$ cat src/rtl/timer_pkg.sv
// Shared timer definitions: digit width, legal ranges, loader state encoding.
package timer_pkg;

  localparam int DIGIT_W    = 4;
  localparam int MAX_DIGITS = 3;
  localparam int TENS_MAX   = 5;

  // One BCD digit as carried between the loader and the counter chain.
  typedef logic [DIGIT_W-1:0] bcd_t;

  typedef enum logic [1:0] {
    IDLE  = 2'd0,
    ENTRY = 2'd1,
    LOAD  = 2'd2,
    DONE  = 2'd3
  } entry_state_t;

endpackage

$ cat src/rtl/edge_rise.sv
// Registered rising-edge detector: two flops, pulse is high for one cycle
// after the input is first seen high. Clear zeroes both flops.
module edge_rise (
  input  logic clock,
  input  logic clrn,
  input  logic i_d,
  output logic o_rise
);

  logic r_q1;
  logic r_q2;

  // Sample the level, then delay it once more to compare against.
  always_ff @(posedge clock) begin
    if (!clrn) begin
      r_q1 <= 1'b0;
      r_q2 <= 1'b0;
    end else begin
      r_q1 <= i_d;
      r_q2 <= r_q1;
    end
  end

  assign o_rise = r_q1 & ~r_q2;

endmodule

$ cat src/rtl/time_entry_loader.sv
// Keypad-to-timer loader: shifts BCD digits in, validates the tens digit,
// and fires a one-cycle active-low load strobe into the stopped timer.
module time_entry_loader
  import timer_pkg::*;
#(
  parameter int DIGIT_W    = timer_pkg::DIGIT_W,
  parameter int MAX_DIGITS = timer_pkg::MAX_DIGITS,
  parameter int TENS_MAX   = timer_pkg::TENS_MAX
) (
  input  logic               clock,
  input  logic               clrn,
  input  logic               key_valid,
  input  logic [DIGIT_W-1:0] key_code,
  input  logic               start,
  input  logic               clear,
  input  logic               timer_running,
  output logic               loadn,
  output logic [DIGIT_W-1:0] data_min,
  output logic [DIGIT_W-1:0] data_tens,
  output logic [DIGIT_W-1:0] data_units,
  output logic [1:0]         digit_count,
  output logic               entry_busy,
  output logic               invalid
);

  localparam logic [1:0]         MAX_CNT  = 2'(MAX_DIGITS);
  localparam logic [DIGIT_W-1:0] TENS_LIM = DIGIT_W'(TENS_MAX);
  localparam logic [DIGIT_W-1:0] DIG_MAX  = DIGIT_W'(9);

  entry_state_t       r_state, w_state_nxt;
  logic               r_loadn, w_loadn_nxt;
  logic [DIGIT_W-1:0] r_min, r_tens, r_units;
  logic [DIGIT_W-1:0] w_min_nxt, w_tens_nxt, w_units_nxt;
  logic [1:0]         r_cnt, w_cnt_nxt;
  logic               r_invalid, w_invalid_nxt;

  logic w_key_rise;
  logic w_start_rise;
  logic w_key_ok;

  edge_rise u_key_edge (
    .clock  (clock),
    .clrn   (clrn),
    .i_d    (key_valid),
    .o_rise (w_key_rise)
  );

  edge_rise u_start_edge (
    .clock  (clock),
    .clrn   (clrn),
    .i_d    (start),
    .o_rise (w_start_rise)
  );

  assign w_key_ok = w_key_rise && (key_code <= DIG_MAX);

  // State and datapath registers; the strobe is registered so it cannot glitch.
  always_ff @(posedge clock) begin
    if (!clrn) begin
      r_state   <= IDLE;
      r_loadn   <= 1'b1;
      r_min     <= '0;
      r_tens    <= '0;
      r_units   <= '0;
      r_cnt     <= '0;
      r_invalid <= 1'b0;
    end else begin
      r_state   <= w_state_nxt;
      r_loadn   <= w_loadn_nxt;
      r_min     <= w_min_nxt;
      r_tens    <= w_tens_nxt;
      r_units   <= w_units_nxt;
      r_cnt     <= w_cnt_nxt;
      r_invalid <= w_invalid_nxt;
    end
  end

  // Next state: clear beats a start edge, which beats a key edge; the loser is dropped.
  always_comb begin
    w_state_nxt   = r_state;
    w_loadn_nxt   = 1'b1;
    w_min_nxt     = r_min;
    w_tens_nxt    = r_tens;
    w_units_nxt   = r_units;
    w_cnt_nxt     = r_cnt;
    w_invalid_nxt = r_invalid;

    case (r_state)
      IDLE: begin
        if (clear) begin
          w_min_nxt     = '0;
          w_tens_nxt    = '0;
          w_units_nxt   = '0;
          w_cnt_nxt     = '0;
          w_invalid_nxt = 1'b0;
        end else if (w_start_rise) begin
          // nothing entered yet, so there is nothing to load
        end else if (w_key_ok) begin
          w_units_nxt   = key_code;
          w_cnt_nxt     = 2'd1;
          w_invalid_nxt = 1'b0;
          w_state_nxt   = ENTRY;
        end
      end

      ENTRY: begin
        if (clear) begin
          w_min_nxt     = '0;
          w_tens_nxt    = '0;
          w_units_nxt   = '0;
          w_cnt_nxt     = '0;
          w_invalid_nxt = 1'b0;
          w_state_nxt   = IDLE;
        end else if (w_start_rise) begin
          if (timer_running) begin
            // loading a running chain would corrupt it; drop the request
          end else if (r_tens > TENS_LIM) begin
            w_invalid_nxt = 1'b1;
          end else begin
            w_invalid_nxt = 1'b0;
            w_loadn_nxt   = 1'b0;
            w_state_nxt   = LOAD;
          end
        end else if (w_key_ok && (r_cnt < MAX_CNT)) begin
          w_min_nxt     = r_tens;
          w_tens_nxt    = r_units;
          w_units_nxt   = key_code;
          w_cnt_nxt     = r_cnt + 2'd1;
          w_invalid_nxt = 1'b0;
        end
      end

      LOAD: begin
        w_state_nxt = DONE;
      end

      DONE: begin
        if (clear) begin
          w_min_nxt     = '0;
          w_tens_nxt    = '0;
          w_units_nxt   = '0;
          w_cnt_nxt     = '0;
          w_invalid_nxt = 1'b0;
          w_state_nxt   = IDLE;
        end else if (w_start_rise) begin
          // already loaded; a repeat start does nothing
        end else if (w_key_ok) begin
          w_min_nxt     = '0;
          w_tens_nxt    = '0;
          w_units_nxt   = key_code;
          w_cnt_nxt     = 2'd1;
          w_invalid_nxt = 1'b0;
          w_state_nxt   = ENTRY;
        end
      end

      default: begin
        w_state_nxt = IDLE;
      end
    endcase
  end

  assign loadn       = r_loadn;
  assign data_min    = r_min;
  assign data_tens   = r_tens;
  assign data_units  = r_units;
  assign digit_count = r_cnt;
  assign entry_busy  = (r_state == ENTRY);
  assign invalid     = r_invalid;

endmodule

$ cat config.mk
export PLATFORM = sky130hd
export DESIGN_NAME = time_entry_loader
export DESIGN_NICKNAME = d
export VERILOG_FILES = /design/src/rtl/timer_pkg.sv /design/src/rtl/edge_rise.sv /design/src/rtl/time_entry_loader.sv
export SDC_FILE = /design/constraint.sdc
export NUM_CORES = 1
export LEC_CHECK = 0
export ABC_AREA = 1
export CAP_MARGIN = 10
export CORE_MARGIN = 5
export CORE_UTILIZATION = 61
export CTS_CLUSTER_SIZE = 12
export DETAILED_ROUTE_END_ITERATION = 10
export DONT_BUFFER_PORTS = 1
export GPL_TIMING_DRIVEN = 0
export PLACE_DENSITY = 0.77
export SYNTH_ARGS = -nofsm -noshare
export SYNTH_HDL_FRONTEND = slang
export SYNTH_SLANG_ARGS = --single-unit
$ cat constraint.sdc
create_clock -name clock -period 1.9 [get_ports clock]
set_input_delay 0.57 -clock clock [delete_from_list [all_inputs] [get_ports clock]]
set_output_delay 0.57 -clock clock [all_outputs]
set_load 0.1 [all_outputs]
==> results_dict.tcl, run 1 <==
set metrics [dict create \
    status "finished clean" \
    tightest_slew_ns 0.959 \
    ctsLongestPathBuffers 2 \
    num_io_pins 27 \
    vias_per_cell 5.10 \
    dr.pass1.iters 4 \
    grt_max_degree 14 \
    vias 1072 \
    grt_usage_pct 19.0 \
    nets 199 \
    clkLatencyLatePin_ns 0.32 \
    coreArea_mm2 0.00194 \
    ys_seq_area_share_pct 36.1 \
    syn_area_mm2 0.00122 \
    dp_hpwl_um 1860 \
    placed_cells 203 \
    ant_nets 0 \
    slew_viol_final 0 \
    synth_edf_count 0 \
    seqCellArea_um2 463 \
    fin_crit_ns 1.87 \
    finalWirelength_um 2550 \
    finClkSkew_ns 0.00160 \
    postSynthCellCount 176 \
    yosysTopAreaCellShare_pct 36.1 \
    cp-end-kind "primary output" \
    row_count 16 \
    cp_data_required_time_ns 1.33 \
    cts_tree "yes" \
    die_width_um 54.7 \
    synthFlopType "dfxtp_1" \
    drv_cap 0 \
    crit_arrival_ns 1.30 \
    cts_made_buffers 3 \
    async_reset_ff_share_pct 0 \
    area_growth_pct 12.2 \
    synth_cell_type_count 24 \
    synth_seq_cells 22 \
    gp_congestion 0.905 \
    hold_viol_final 0 \
    syn_nets 191 \
    clock.fmax_mhz 536 \
    grt_overflow 0 \
    power_uw 1660 \
    yosys.area.top_type "dfxtp_1" \
    cts_sinks 22 \
    min_path_cells 2 \
    yosys_warnings 0 \
    fin_cells 210 \
    cts_root_buffer "clkbuf_4" \
    cts.clk_slew.worst_paths_ns 0.13 \
    initial_core_util_pct 62.8 \
    die_h_um 54.7 \
    antenna_found_initial 0 \
    drive_gt1_share_pct 28.4 \
    port_buffers 0 \
    first_global_vias 973 \
    p_leak_uw 0.000655 \
    grt_pass1_wl_um 4060 \
    dieArea_mm2 0.00299 \
    crit_type "flip-flop to primary output" \
    worstSetupStartpointType "flip-flop" \
    min_period_over_period_pct 98.3 \
    fillers 173 \
    first_iter_violations 40 \
    syn-mean-instance-area_um2 6.93 \
    path_max_fanout 2 \
    synth.area.top_cells "dfxtp_1, nand2_1, nor2_2" \
    hold_path_class "primary input to flip-flop" \
    finalSetupViolCount 0 \
    cp.depth 0 \
    postCtsHoldBufs 0 \
    r2r.worst_path.cells 9 \
    slew_headroom_pct 36.0 \
    insertedDiodeCount 0 \
    multiInputGateArea_um2 679 \
    post_drt_wl_per_cell_um 12.1 \
    htreeDepth 1 \
    drcViolationCount 0 \
    peakVddDrop_mv 1.06 \
    power_per_cell_area_mw_per_mm2 1210 \
]
through the flow:
step / worst slack [ns] / utilization, % / area [um2] / hold slack (ns) / TNS [ns]
2_1_floorplan: 0.0296 / - / 1220 / 0.407 / 0
3_3_place_gp: -0.110 / 64.8 / 1260 / 0.412 / -0.805
3_5_place_dp: -0.154 / 64.8 / 1260 / 0.426 / -1.18
4_1_cts: 0.00229 / 68.6 / 1330 / 0.337 / 0
5_1_grt: -0.0231 / 70.5 / 1370 / 0.335 / -0.0642
6_report: 0.0331 / 70.5 / 1370 / 0.342 / 0
cell type report:
cell class / instances / share of cell area, %
Buffer: 3 / 2.29
Clock buffer: 3 / 1.65
Clock inverter: 1 / 2.19
Inverter: 23 / 6.31
Multi-Input combinational cell: 128 / 49.6
Sequential cell: 22 / 33.8
Tap cell: 27 / 2.47
Timing Repair Buffer: 3 / 1.65
kinds of logic after synthesis:
| group | after synthesis | share of synthesized area [%] |
|---|---|---|
| and+or+nand+nor | 111 | 41.6 |
| AOI/OAI and AO/OA | 12 | 7.69 |
| adders and majority gates | 5 | 5.13 |
| DFF | 22 | 36.1 |
| buffers and inverters | 26 | 9.44 |
power breakdown:
group	leakage (uW)	internal (uW)	switching, uW
registers	0.000187	526	386
clock network	0.0000279	213	156
logic	0.000440	151	230
layout by cell type, fill, tap and decap left out, drive strengths merged, types with 3 or more instances in the layout:
| cell type | Yosys | routed |
|---|---|---|
| o21ai | 3 | 3 |
| inv | 23 | 23 |
| nand2 | 57 | 57 |
| nand3 | 17 | 17 |
| buf | 2 | 4 |
| clkbuf | 1 | 5 |
| ha | 5 | 5 |
| dfxtp | 22 | 22 |
| a21oi | 6 | 6 |
| nor2 | 34 | 34 |
worst paths after layout:
check                                  startpoint                 to  slack [ns]
worst min-delay path                        start  u_start_edge.r_q1        0.34
worst max register to register         r_state[1]        data_min[3]        0.04
worst min register to register  u_start_edge.r_q1  u_start_edge.r_q2        0.44
worst max-delay path                      invalid            invalid        0.03
registers in the layout, summed over array words and instances (netlist names):
register,cells
data_min,4
data_tens,4
data_units,4
digit_count,2
r_state,2
invalid,1
loadn,1
u_key_edge.r_q1,1
u_key_edge.r_q2,1
u_start_edge.r_q1,1
u_start_edge.r_q2,1
layer usage:
layer  GRT usage (%)  vias to the layer above  wire, um
met5               0                        -         0
met4            7.88                        0        25
met3            3.81                        4       192
met2            31.7                       36      1200
met1            23.3                      475      1130
li1                -                      557         -
Yosys cell counts (all sizes together), types with 2 or more instances:
library cell	number
o21ai	3
buf	2
dfxtp	22
nand3	17
nand2	57
nor2	34
ha	5
inv	23
a21oi	6
timing repair:
| item | 4_1_cts | 5_1_grt |
|---|---|---|
| endpoints found under the setup margin | 25 | 17 |
| setup buffers | 0 | 3 |
| resized for setup | 9 | 9 |
Note: power is estimated with default switching activity, not from simulation.
==> run 2, diff against run 1 <==
- CTS_CLUSTER_SIZE: 12 -> 8
==> results of run 2 <==
Final layout, timing and power as in run 1 (identical DEF).
==> run 3, diff against run 2 <==
- CAP_MARGIN: 10 -> 40
==> run 3 against run 2 <==
Against the previous run:
- register-to-register slack better by 0.04 ns
- clock skew up 0.0018 ns
- sequential share of layout area down 4.9 points
- critical path type is now flip-flop to flip-flop
- hold slack better by 0.0047 ns
- power up 0.99%
==> results_dict.tcl, run 3 (same netlist as run 1, synthesis figures left out) <==
set metrics [dict create \
    status "finished clean" \
    vias 1153 \
    pre_cts_ws_ns -0.150 \
    p_leak_uw 0.000746 \
    tightest_slew_ns 0.408 \
    gp_congestion 0.905 \
    cp_data_required_time_ns 2.16 \
    drive_gt1_share_pct 27.9 \
    seqCellArea_um2 448 \
    drv_cap 0 \
    grt_max_degree 13 \
    cp_slowest_cell "dfxtp_1" \
    placed_cells 217 \
    die_width_um 54.7 \
    critical-path-top-delay-family "flip-flops" \
    crit_type "flip-flop to flip-flop" \
    slew_viol_final 0 \
    endpoint "data_tens[1]" \
    clock.fmax_mhz 550 \
    slew_headroom_pct 72.8 \
    cts_root_buffer "clkbuf_4" \
    cts.clk_slew.worst_paths_ns 0.12 \
    tns_ns 0 \
    peakVddDrop_mv 0.952 \
    r2r-end "data_tens[1]" \
    cp-startpoint "r_state[0]" \
    min_period_over_period_pct 95.7 \
    fillers 142 \
    grt_usage_pct 21.9 \
    first_global_vias 1110 \
    mostFrequentLayoutCells "nand2_1, inv_1, dfxtp_1" \
    die_h_um 54.7 \
    power_per_cell_area_mw_per_mm2 1080 \
    dr.pass1.iters 4 \
    worstSetupStartpointType "flip-flop" \
    cp.depth 8 \
    area_growth_pct 27.1 \
    cp-end-kind "flip-flop" \
    coreArea_mm2 0.00194 \
    fin_crit_ns 1.82 \
    row_count 16 \
    hold_viol_final 0 \
    vias_per_cell 5.15 \
    insertedDiodeCount 0 \
    cts_made_buffers 3 \
    rsz0062_at_grt "no" \
    cts_sinks 22 \
    postCtsHoldBufs 0 \
    antenna_found_initial 0 \
    finClkSkew_ns 0.00343 \
    critPathMaxStageDelay_ns 0.47 \
    r2r-start "r_state[0]" \
    dieArea_mm2 0.00299 \
    finalSetupViolCount 0 \
    grt_pass1_wl_um 4670 \
    worst_slack_ns 0.0825 \
    num_io_pins 27 \
    crit_arrival_ns 2.08 \
    multiInputGateArea_um2 682 \
    wl_met2_um 1350 \
    htreeDepth 1 \
    post_drt_wl_per_cell_um 12.6 \
    path_buf_inv 1 \
    finalWirelength_um 2830 \
    final_common_cell "nand2_1" \
    top_layer "met4" \
    crit_chain "ha_4, nor2_1, o21a_1, a21oi_4, and2_4, buf_12, nor2_2, nor2_2" \
    port_buffers 0 \
    clkLatencyLatePin_ns 0.31 \
    first_iter_violations 51 \
    r2r.worst_path.cells 8 \
    hold_path_class "primary input to flip-flop" \
    initial_core_util_pct 62.8 \
    cpMostUsedCell "nor2_2" \
    ant_nets 0 \
    drcViolationCount 0 \
    fin_cells 224 \
    wl_met3_um 197 \
    ctsLongestPathBuffers 2 \
    met1_length_um 1200 \
    path_max_fanout 8 \
    cts_tree "yes" \
    nets 213 \
    rrSetupSlack_ns 0.08 \
    dp_hpwl_um 2150 \
    grt_overflow 0 \
]
[run 3: cell types whose count changed in the layout (fill, tap and decap cells not counted), sizes merged]
cell	previous run	this run
bufinv	1	0
buf	4	18
clkbuf	5	6
[run 3: cell type report]
type	instances	area share (%)
Buffer	3	2.02
Clock buffer	4	2.34
Inverter	23	5.57
Multi-Input combinational cell	128	44.0
Sequential cell	22	28.9
Tap cell	27	2.18
Timing Repair Buffer	17	15.0
[run 3: through the flow]
step	hold slack, ns	cell area (um2)	util, %	total power [uW]
after floorplan	0.407	1220	-	1210
after global placement	0.412	1260	64.8	1250
after detailed placement	0.425	1470	75.6	1400
after CTS	0.339	1520	78.0	1670
after global routing	0.355	1550	79.8	1760
final	0.346	1550	79.8	1680
[run 3: repair_timing]
item,CTS,global route
cloned,0,0
resized for setup,1,6
endpoints found under the setup margin,15,13
setup buffers,0,3
[run 3: worst min path at each step]
stage                            startpoint                end  slack [ns]  cells past startpoint
after floorplan             u_key_edge.r_q1    u_key_edge.r_q2        0.41                      2
after global placement    u_start_edge.r_q1  u_start_edge.r_q2        0.41                      2
after detailed placement    u_key_edge.r_q1    u_key_edge.r_q2        0.43                      2
after CTS                         key_valid    u_key_edge.r_q1        0.34                      2
after global routing              key_valid    u_key_edge.r_q1        0.36                      2
final                             key_valid    u_key_edge.r_q1        0.35                      2
[run 3: report_power, final]
group | switching (uW) | internal, uW | total [uW]
Combinational | 538 | 252 | 790
Clock | 144 | 117 | 261
Sequential | 109 | 518 | 628
Total | 792 | 887 | 1680
[run 3: routing by layer]
layer	track usage, %	vias up
met5	0	-
met4	9.96	0
met3	3.81	9
met2	38.4	50
met1	25.5	509
li1	-	585
